===== config.mk =====
export PLATFORM = sky130hd
export DESIGN_NAME = serv_immenc
export DESIGN_NICKNAME = d
export VERILOG_FILES = /design/src/rtl/serv_immenc_pkg.sv /design/src/rtl/serv_immenc_pack.sv /design/src/rtl/serv_immenc.sv
export SDC_FILE = /design/constraint.sdc
export NUM_CORES = 1
export LEC_CHECK = 0
export BUFFER_PORTS_ARGS = -buffer_cell sky130_fd_sc_hd__buf_4
export CAP_MARGIN = 20
export CORE_MARGIN = 10
export CORE_UTILIZATION = 34
export DETAILED_ROUTE_END_ITERATION = 7
export HOLD_SLACK_MARGIN = 0.08
export PLACE_DENSITY = 0.6
export SYNTH_ARGS = -nofsm -noshare
export SYNTH_HDL_FRONTEND = slang
export SYNTH_SLANG_ARGS = --single-unit
export TNS_END_PERCENT = 20

===== constraint.sdc =====
create_clock -name i_clk -period 2.77 [get_ports i_clk]
set_clock_uncertainty 0.2 [all_clocks]
set_input_delay 0.4155 -clock i_clk [delete_from_list [all_inputs] [get_ports i_clk]]
set_output_delay 0.4155 -clock i_clk [all_outputs]
set_load 0.05 [all_outputs]

===== src/rtl/serv_immenc_pkg.sv =====
// Shared definitions for the serial immediate encoder: format codes, bench opcodes,
// FSM state type and the bundle of parallel instruction fields.
package serv_immenc_pkg;

   localparam logic [2:0] FMT_R = 3'd0;
   localparam logic [2:0] FMT_I = 3'd1;
   localparam logic [2:0] FMT_S = 3'd2;
   localparam logic [2:0] FMT_B = 3'd3;
   localparam logic [2:0] FMT_U = 3'd4;
   localparam logic [2:0] FMT_J = 3'd5;

   localparam logic [6:0] OP_IMM    = 7'h13;
   localparam logic [6:0] OP_STORE  = 7'h23;
   localparam logic [6:0] OP_BRANCH = 7'h63;
   localparam logic [6:0] OP_LUI    = 7'h37;
   localparam logic [6:0] OP_JAL    = 7'h6F;

   typedef enum logic [1:0] {
      IDLE  = 2'd0,
      SHIFT = 2'd1,
      DONE  = 2'd2
   } state_t;

   typedef struct packed {
      logic [6:0] opcode;
      logic [2:0] funct3;
      logic [6:0] funct7;
      logic [4:0] rd;
      logic [4:0] rs1;
      logic [4:0] rs2;
   } insn_fields_t;

endpackage


===== src/rtl/serv_immenc_pack.sv =====
// Combinational RV32I word packer for one format, plus the immediate range check
// (compiled in only when SERV_IMMENC_RANGE_CHECK_EN is defined).
module serv_immenc_pack
   import serv_immenc_pkg::*;
(
   input  logic [2:0]   fmt,
   input  insn_fields_t fields,
   input  logic [31:0]  imm,
   output logic [31:0]  insn,
   output logic         err
);

   always_comb begin
      insn = {fields.funct7, fields.rs2, fields.rs1, fields.funct3, fields.rd, fields.opcode};
      case (fmt)
         FMT_I: insn = {imm[11:0], fields.rs1, fields.funct3, fields.rd, fields.opcode};
         FMT_S: insn = {imm[11:5], fields.rs2, fields.rs1, fields.funct3, imm[4:0], fields.opcode};
         FMT_B: insn = {imm[12], imm[10:5], fields.rs2, fields.rs1, fields.funct3,
                        imm[4:1], imm[11], fields.opcode};
         FMT_U: insn = {imm[31:12], fields.rd, fields.opcode};
         FMT_J: insn = {imm[20], imm[10:1], imm[11], imm[19:12], fields.rd, fields.opcode};
         default: ;
      endcase
   end

`ifdef SERV_IMMENC_RANGE_CHECK_EN
   // A field fits when all bits above it are copies of its sign bit.
   always_comb begin
      err = 1'b0;
      case (fmt)
         FMT_I, FMT_S: err = !((&imm[31:11]) || !(|imm[31:11]));
         FMT_B:        err = imm[0] || !((&imm[31:12]) || !(|imm[31:12]));
         FMT_U:        err = |imm[11:0];
         FMT_J:        err = imm[0] || !((&imm[31:20]) || !(|imm[31:20]));
         default:      err = 1'b0;
      endcase
   end
`else
   assign err = 1'b0;
`endif

endmodule


===== src/rtl/serv_immenc.sv =====
// Bit-serial immediate encoder: collects an LSB-first immediate W bits per beat and
// emits a packed RV32I word on a valid/ready handshake. Option: SERV_IMMENC_RANGE_CHECK_EN.
module serv_immenc
   import serv_immenc_pkg::*;
#(
   parameter int W = 1
)(
   input  logic         i_clk,
   input  logic         i_rst_n,
   input  logic         i_start,
   input  logic [2:0]   i_fmt,
   input  logic [6:0]   i_opcode,
   input  logic [2:0]   i_funct3,
   input  logic [6:0]   i_funct7,
   input  logic [4:0]   i_rd,
   input  logic [4:0]   i_rs1,
   input  logic [4:0]   i_rs2,
   input  logic         i_imm_valid,
   input  logic [W-1:0] i_imm,
   output logic         o_busy,
   output logic         o_valid,
   input  logic         i_ready,
   output logic [31:0]  o_insn,
   output logic         o_err
);

   localparam int BEATS = 32 / W;
   localparam int CW    = (W == 1) ? 5 : 3;

   state_t         state, state_next;
   logic [CW-1:0]  cnt;
   logic [31-W:0]  sr;
   logic [2:0]     fmt_q;
   insn_fields_t   fields_q;
   insn_fields_t   fields_in;

   logic [31:0]    imm_full;
   logic           start_ok;
   logic           start_r;
   logic           last_beat;
   logic [2:0]     pack_fmt;
   insn_fields_t   pack_fields;
   logic [31:0]    pack_imm;
   logic [31:0]    pack_insn;
   logic           pack_err;

   // The register keeps only the bits seen so far; the final beat joins them directly.
   assign imm_full  = {i_imm, sr};
   assign fields_in = '{opcode: i_opcode, funct3: i_funct3, funct7: i_funct7,
                        rd: i_rd, rs1: i_rs1, rs2: i_rs2};
   assign start_ok  = (state == IDLE) && i_start;
   assign start_r   = (i_fmt == FMT_R) || (i_fmt > FMT_J);
   assign last_beat = (state == SHIFT) && i_imm_valid && (cnt == CW'(BEATS - 1));

   // R-type words are packed straight from the live inputs in the start cycle.
   always_comb begin
      pack_fmt    = fmt_q;
      pack_fields = fields_q;
      pack_imm    = imm_full;
      if (state == IDLE) begin
         pack_fmt    = FMT_R;
         pack_fields = fields_in;
         pack_imm    = '0;
      end
   end

   serv_immenc_pack u_pack (
      .fmt    (pack_fmt),
      .fields (pack_fields),
      .imm    (pack_imm),
      .insn   (pack_insn),
      .err    (pack_err)
   );

   always_comb begin
      state_next = state;
      case (state)
         IDLE:    if (i_start) state_next = start_r ? DONE : SHIFT;
         SHIFT:   if (last_beat) state_next = DONE;
         DONE:    if (i_ready) state_next = IDLE;
         default: state_next = IDLE;
      endcase
   end

   always_ff @(posedge i_clk or negedge i_rst_n) begin
      if (!i_rst_n) begin
         state    <= IDLE;
         cnt      <= '0;
         sr       <= '0;
         fmt_q    <= FMT_R;
         fields_q <= '0;
         o_insn   <= '0;
         o_err    <= 1'b0;
      end else begin
         state <= state_next;
         if (start_ok) begin
            cnt      <= '0;
            sr       <= '0;
            fmt_q    <= i_fmt;
            fields_q <= fields_in;
         end else if ((state == SHIFT) && i_imm_valid) begin
            cnt <= cnt + CW'(1);
            sr  <= imm_full[31:W];
         end
         if ((start_ok && start_r) || last_beat) begin
            o_insn <= pack_insn;
            o_err  <= pack_err;
         end
      end
   end

   assign o_valid = (state == DONE);
   assign o_busy  = (state != IDLE);

endmodule


==> results of run 1 <==
-- timing repair --
item,4_1_cts,5_1_grt
setup endpoints to repair,0,4
endpoints found under the hold margin,50,0
resized for setup,0,0
hold buffers,2,0
-- kinds of logic (layout without fill, tap and decap cells) --
| group | after synthesis | in the layout | share of synthesized area |
|---|---|---|---|
| flops | 105 | 105 | 0.515 |
| fa+ha+maj | 2 | 2 | 0.00491 |
| compound gates | 103 | 103 | 0.117 |
| xor+xnor | 3 | 3 | 0.00515 |
| simple gates | 160 | 161 | 0.141 |
| buf+inv | 41 | 109 | 0.0380 |
| other cells | 1 | 1 | 0.000735 |
| mux | 76 | 76 | 0.178 |
-- worst max path at each step --
stage                start         end  cells after the start
floorplan           cnt[0]  o_insn[10]                      8
CTS                 cnt[0]   o_insn[2]                      7
global route        cnt[0]   o_insn[6]                      7
finish              cnt[0]  o_insn[13]                      7
global placement    cnt[0]   o_insn[0]                      7
detailed placement  cnt[0]   o_insn[2]                      7
-- layout by cell type (no fill, tap or decap), types with 2 or more instances in the layout --
cell type,count
a211oi_1,2
a21o_1,4
a21oi_1,47
a22o_1,2
a22oi_1,6
and3_1,2
buf_4,87
bufinv_16,2
clkbuf_16,9
clkbuf_8,2
dfrtp_1,105
dlygate4sd3_1,2
ha_1,2
inv_1,4
mux2_2,39
mux2_4,20
mux2i_1,17
nand2_1,104
nand3b_1,5
nor2_1,21
nor2_4,2
nor2b_1,8
nor3_1,3
nor3b_1,7
o21ai_0,29
o31ai_1,8
xor2_1,2
-- power by group --
part / switching [mW] / leakage (nW) / total, mW / internal, mW
combinational: 1.85 / 1.29 / 3.18 / 1.33
sequential: 0.461 / 1.33 / 2.64 / 2.18
clock: 0.549 / 0.162 / 1.39 / 0.838
-- stage by stage --
stage | std cells | utilization | instance area, um2 | setup WS (ps)
final | 744 | 0.424 | 6180 | 164
after global routing | 744 | 0.424 | 6180 | 9.51
after detailed placement | 726 | 0.400 | 5830 | 129
after floorplan | 491 | - | 5100 | 473
after global placement | 726 | 0.400 | 5830 | 193
after CTS | 743 | 0.423 | 6180 | 120
-- registers in the layout, summed over array words and instances (netlist names) --
signal,flops
state,2
sr,31
fmt_q,3
fields_q,32
cnt,5
o_insn,32
-- area by class of cell --
cell class / count / area, um2
fill: 1360 / 8400
clock inverter: 4 / 73.8
tap: 184 / 230
sequential: 105 / 2630
multi-input combinational: 346 / 2290
inverter: 4 / 15.0
clock buffer: 11 / 253
timing repair buffer: 90 / 693
-- synthesized netlist by cell type, types with 2 or more instances --
| master | n |
|---|---|
| ha_1 | 2 |
| and2_1 | 2 |
| a22o_1 | 2 |
| nand3b_1 | 5 |
| a211oi_1 | 2 |
| nor2b_1 | 8 |
| dfrtp_1 | 105 |
| o21ai_0 | 29 |
| a21o_1 | 4 |
| mux2i_1 | 17 |
| inv_1 | 4 |
| buf_4 | 4 |
| nand2_1 | 104 |
| mux2_4 | 20 |
| nor2_1 | 22 |
| nor3b_1 | 7 |
| a21oi_1 | 47 |
| buf_2 | 8 |
| clkbuf_1 | 22 |
| a22oi_1 | 6 |
| nor3_1 | 3 |
| o31ai_1 | 8 |
| mux2_2 | 39 |
| xor2_1 | 2 |
| and3_1 | 2 |
| buf_6 | 2 |
-- critical path, cell delays in order (launching register included) --
cell and delay, ps:
dfrtp_1 390, ha_1 180, and3_1 160, ha_1 130
and3_1 220, a211oi_4 80, nor2_2 770, mux2_4 350
-- layer usage --
metal / vias up / wire (um) / share of wire
met2: 76 / 6020 / 0.48
met1: 1801 / 5720 / 0.46
met5: - / 0 / 0
met3: 9 / 556 / 0.045
met4: 0 / 118 / 0.0095
li1: 1811 / - / -
==> metrics.cfg, run 1 <==
[global_routing]
grt_use_met3 = 0.0294
grt_usage = 0.120
busiest_layer = met2
grt_pass1_wl_mm = 19.9
use_met2 = 0.186
grt_max_degree = 53
met1_usage = 0.159
antenna_found_initial = 0
overflow = 0
first_global_vias = 3797

[sta]
worst_pin_slew_ps = 955
relSlewSlack = 0.363
finalCritPeriodShare = 0.941
setup_tns_ps = 0
rsz0062_at_grt = no
period_needed_ps = 2610
hold_viol_final = 0
maxSlewViolCount = 0
max_freq_ghz = 0.384
hold_slack_ps = 106
final-setup-viol-count = 0

[layout]
fin_nets = 599
n_antenna_cell = 0
drive_gt1_frac = 0.300
syn_to_final_growth_pct = 21.3

[synth]
synth-seq-cells = 105
syn_avg_cell_area_um2 = 10.4
synthCells = 491
synth_seq_area_share = 0.515
syn-cell-area_um2 = 5100
yosysWarnings = 0
synthTopCellsByArea = dfrtp_1, mux2_2, nand2_1
synth_area_leader_cell = dfrtp_1
synth_flop_cell = dfrtp_1
yosys.area.top_type_share = 0.515
synth_nets = 534
ys_types = 41
ys_async_sr_fraction = 1.00
synth_edf_count = 0

[die]
initial_utilization = 0.349
dieArea_um2 = 20300
io_pins = 76
rows = 44
core_area_um2 = 14600
die_y_um = 142
die_w_um = 142

[worst_setup_path]
crit_required_ps = 2810
cp-end-kind = flop
critPathArrivalTime_ps = 2640
startpoint_type = flop
r2r_start = cnt[0]
reg2reg_slack_ps = 160
critical_path_class = reg -> reg
ff2ff_path_depth = 7
crit_fanout = 12
r2r-end = o_insn[13]

[cts]
cts_tree = built
cts-buffers-inserted = 9
root_buffer = clkbuf_16
h-tree-depth = 3
cts_sinks = 105
cts_setup_buffers = 0
insertion_delay_ps = 350
path_clk_slew_ps = 70
cts_buffer_depth = 2

[place]
numPortBuffers = 74
dp_hpwl_mm = 8.66
gp_congestion = 0.759

[worst_hold_path]
hold_depth = 2
min_to = fields_q[27]
hold_start = i_opcode[2]
hold_class = in -> reg

[power_and_ir_drop]
powerDensity_nw_per_um2 = 1170
power_mw = 7.21
ir_drop_mv = 0.865
p_leak_nw = 2.78

[drt]
first_pass_iters = 4
routed_wl_mm = 12.4
routedWlPerCell_um = 16.7
route.detailed.drc = 0
via_per_inst = 4.97
final_antenna_net_count = 0
drt_iter0_drc = 229
num_vias = 3697

[outcome]
status = complete, no violations

[flow_run]
cap_violations = 0

Note: power is estimated with default switching activity, not from simulation.
==> run 2: changes to the inputs <==
BUFFER_PORTS_ARGS = not set   (was -buffer_cell sky130_fd_sc_hd__buf_4)
DONT_BUFFER_PORTS = 1   (was not set)
PLACE_DENSITY = 0.56   (was 0.6)
==> run 2 against run 1 <==
  * Via count decreased by 1.4%
  * Clock-buffer cell count increased by 1
  * Global-route usage increased by 0.71 points
  * The run now ends with negative hold slack left
  * Combinational power decreased by 40%
  * First-iteration DRC count increased by 0.87%
  * Critical path depth increased by 1
  * Largest cell class unchanged
  * Non-clock buffer count decreased by 40
  * Total power decreased by 6.8%
  * Fmax increased by 1.5%
  * Die area unchanged
  * Sequential power increased by 34%
==> metrics.cfg, run 2 (synthesis gave the netlist of run 1 again) <==
[worst_setup_path]
crit_required_ps = 2790
crit_fanout = 9
cp-end-kind = flop
crit_slowest_cell = dfrtp_1
startpoint_type = flop
cp_num_buf_inv = 1
crit_chain = ha_1 -> and3_1 -> ha_1 -> and3_1 -> a211oi_4 -> buf_4 -> or2_1 -> o21ai_0
cp_slowest_stage_delay_ps = 420
critical_path_class = reg -> reg
critical_path.top_delay_family = simple AND/OR/NAND/NOR gates
critPathArrivalTime_ps = 2580

[die]
initial_utilization = 0.349
io_pins = 76
die_w_um = 142
core_area_um2 = 14600
rows = 44
dieArea_um2 = 20300
die_y_um = 142

[drt]
via_per_inst = 5.17
routedWlPerCell_um = 18.1
drt_iter0_drc = 231
route.detailed.drc = 0
num_vias = 3647
final_antenna_net_count = 0
routed_wl_mm = 12.8
first_pass_iters = 4

[place]
gp_congestion = 0.774
place_area_um2 = 5260
dp_hpwl_mm = 8.24
numPortBuffers = 0

[cts]
root_buffer = clkbuf_16
cts-buffers-inserted = 9
cts_setup_buffers = 0
cts_tree = built
h-tree-depth = 3
cts_sinks = 105
insertion_delay_ps = 350
ctsHoldBuffers = 38
path_clk_slew_ps = 70
cts_buffer_depth = 2

[layout]
final_cell_mix = dfrtp_1, nand2_1, a21oi_1
drive_gt1_frac = 0.179
fin_area_um2 = 5950
layout_commonest_cell = dfrtp_1
n_antenna_cell = 0
syn_to_final_growth_pct = 16.8
reg_top3 = fields_q x32, o_insn x32, sr x31
fin_nets = 559

[sta]
period_needed_ps = 2570
rsz0062_at_grt = no
max_freq_ghz = 0.390
final-setup-viol-count = 0
relSlewSlack = 0.449
setup_tns_ps = 0
worst_pin_slew_ps = 827
hold_slack_ps = -446
maxSlewViolCount = 0
hold_viol_final = 105
finalCritPeriodShare = 0.927

[global_routing]
grt_max_degree = 106
grt_pass1_wl_mm = 20.9
overflow = 0
antenna_found_initial = 0
first_global_vias = 3832
grt_usage = 0.127

[power_and_ir_drop]
powerDensity_nw_per_um2 = 1130
ir_drop_mv = 0.491
p_leak_nw = 2.54

[outcome]
violations = negative hold slack
status = finished with violations

[worst_hold_path]
hold_class = in -> async

[flow_run]
cap_violations = 0

==> run 2: cell count changes in the layout (fill, tap and decap cells not counted) <==
| cell | before | now |
|---|---|---|
| buf_4 | 87 | 11 |
| bufinv_16 | 2 | 0 |
| clkbuf_8 | 2 | 3 |
| clkinv_2 | 1 | 0 |
| clkinv_4 | 0 | 2 |
| clkinvlp_4 | 0 | 1 |
| dlygate4sd3_1 | 2 | 38 |
| nor2_2 | 1 | 0 |
| nor2_4 | 2 | 3 |
==> run 2: power by group <==
part | internal, mW | switching (mW)
Clock | 0.691 | 0.586
Combinational | 1.05 | 0.863
Sequential | 2.17 | 1.37
Total | 3.90 | 2.82
==> run 2: layout make-up <==
class                           instances  area, um2
Clock buffer                           12        267
Clock inverter                          4       33.8
Fill cell                            1377       8640
Inverter                                4       15.0
Multi-Input combinational cell        346       2300
Sequential cell                       105       2630
Tap cell                              184        230
Timing Repair Buffer                   50        483
==> run 2: metal layers <==
layer  share of wire  track usage
met1            0.45        0.161
met2            0.48        0.202
met3           0.068       0.0434
met4          0.0090       0.0309
met5               0            0
==> run 2: worst paths after layout <==
path	startpoint	endpoint	slack, ps	cells after the start
max	cnt[0]	state[1]	200	8
min	i_rst_n	fields_q[24]	-450	0
max reg2reg	cnt[0]	state[1]	200	8
min reg2reg	fields_q[3]	fields_q[3]	310	1
max in group asynchronous	i_rst_n	sr[27]	2670	0
min in group i_clk	i_opcode[1]	o_insn[1]	90	3
==> run 2: timing repair <==
item | 4_1_cts | 5_1_grt
hold endpoints to repair | 144 | 105
gates resized for setup | 0 | 1
endpoints found under the setup margin | 0 | 4
==> run 2: metrics by stage <==
stage	hold WS, ps	utilization	cells	setup WS (ps)	power (mW)
global placement	-74.3	0.361	650	168	5.35
CTS	-459	0.407	704	96.0	6.79
detailed placement	-75.0	0.361	650	112	5.45
floorplan	-80.1	-	491	473	4.92
finish	-446	0.408	705	203	6.72
global route	-469	0.408	705	43.7	7.19
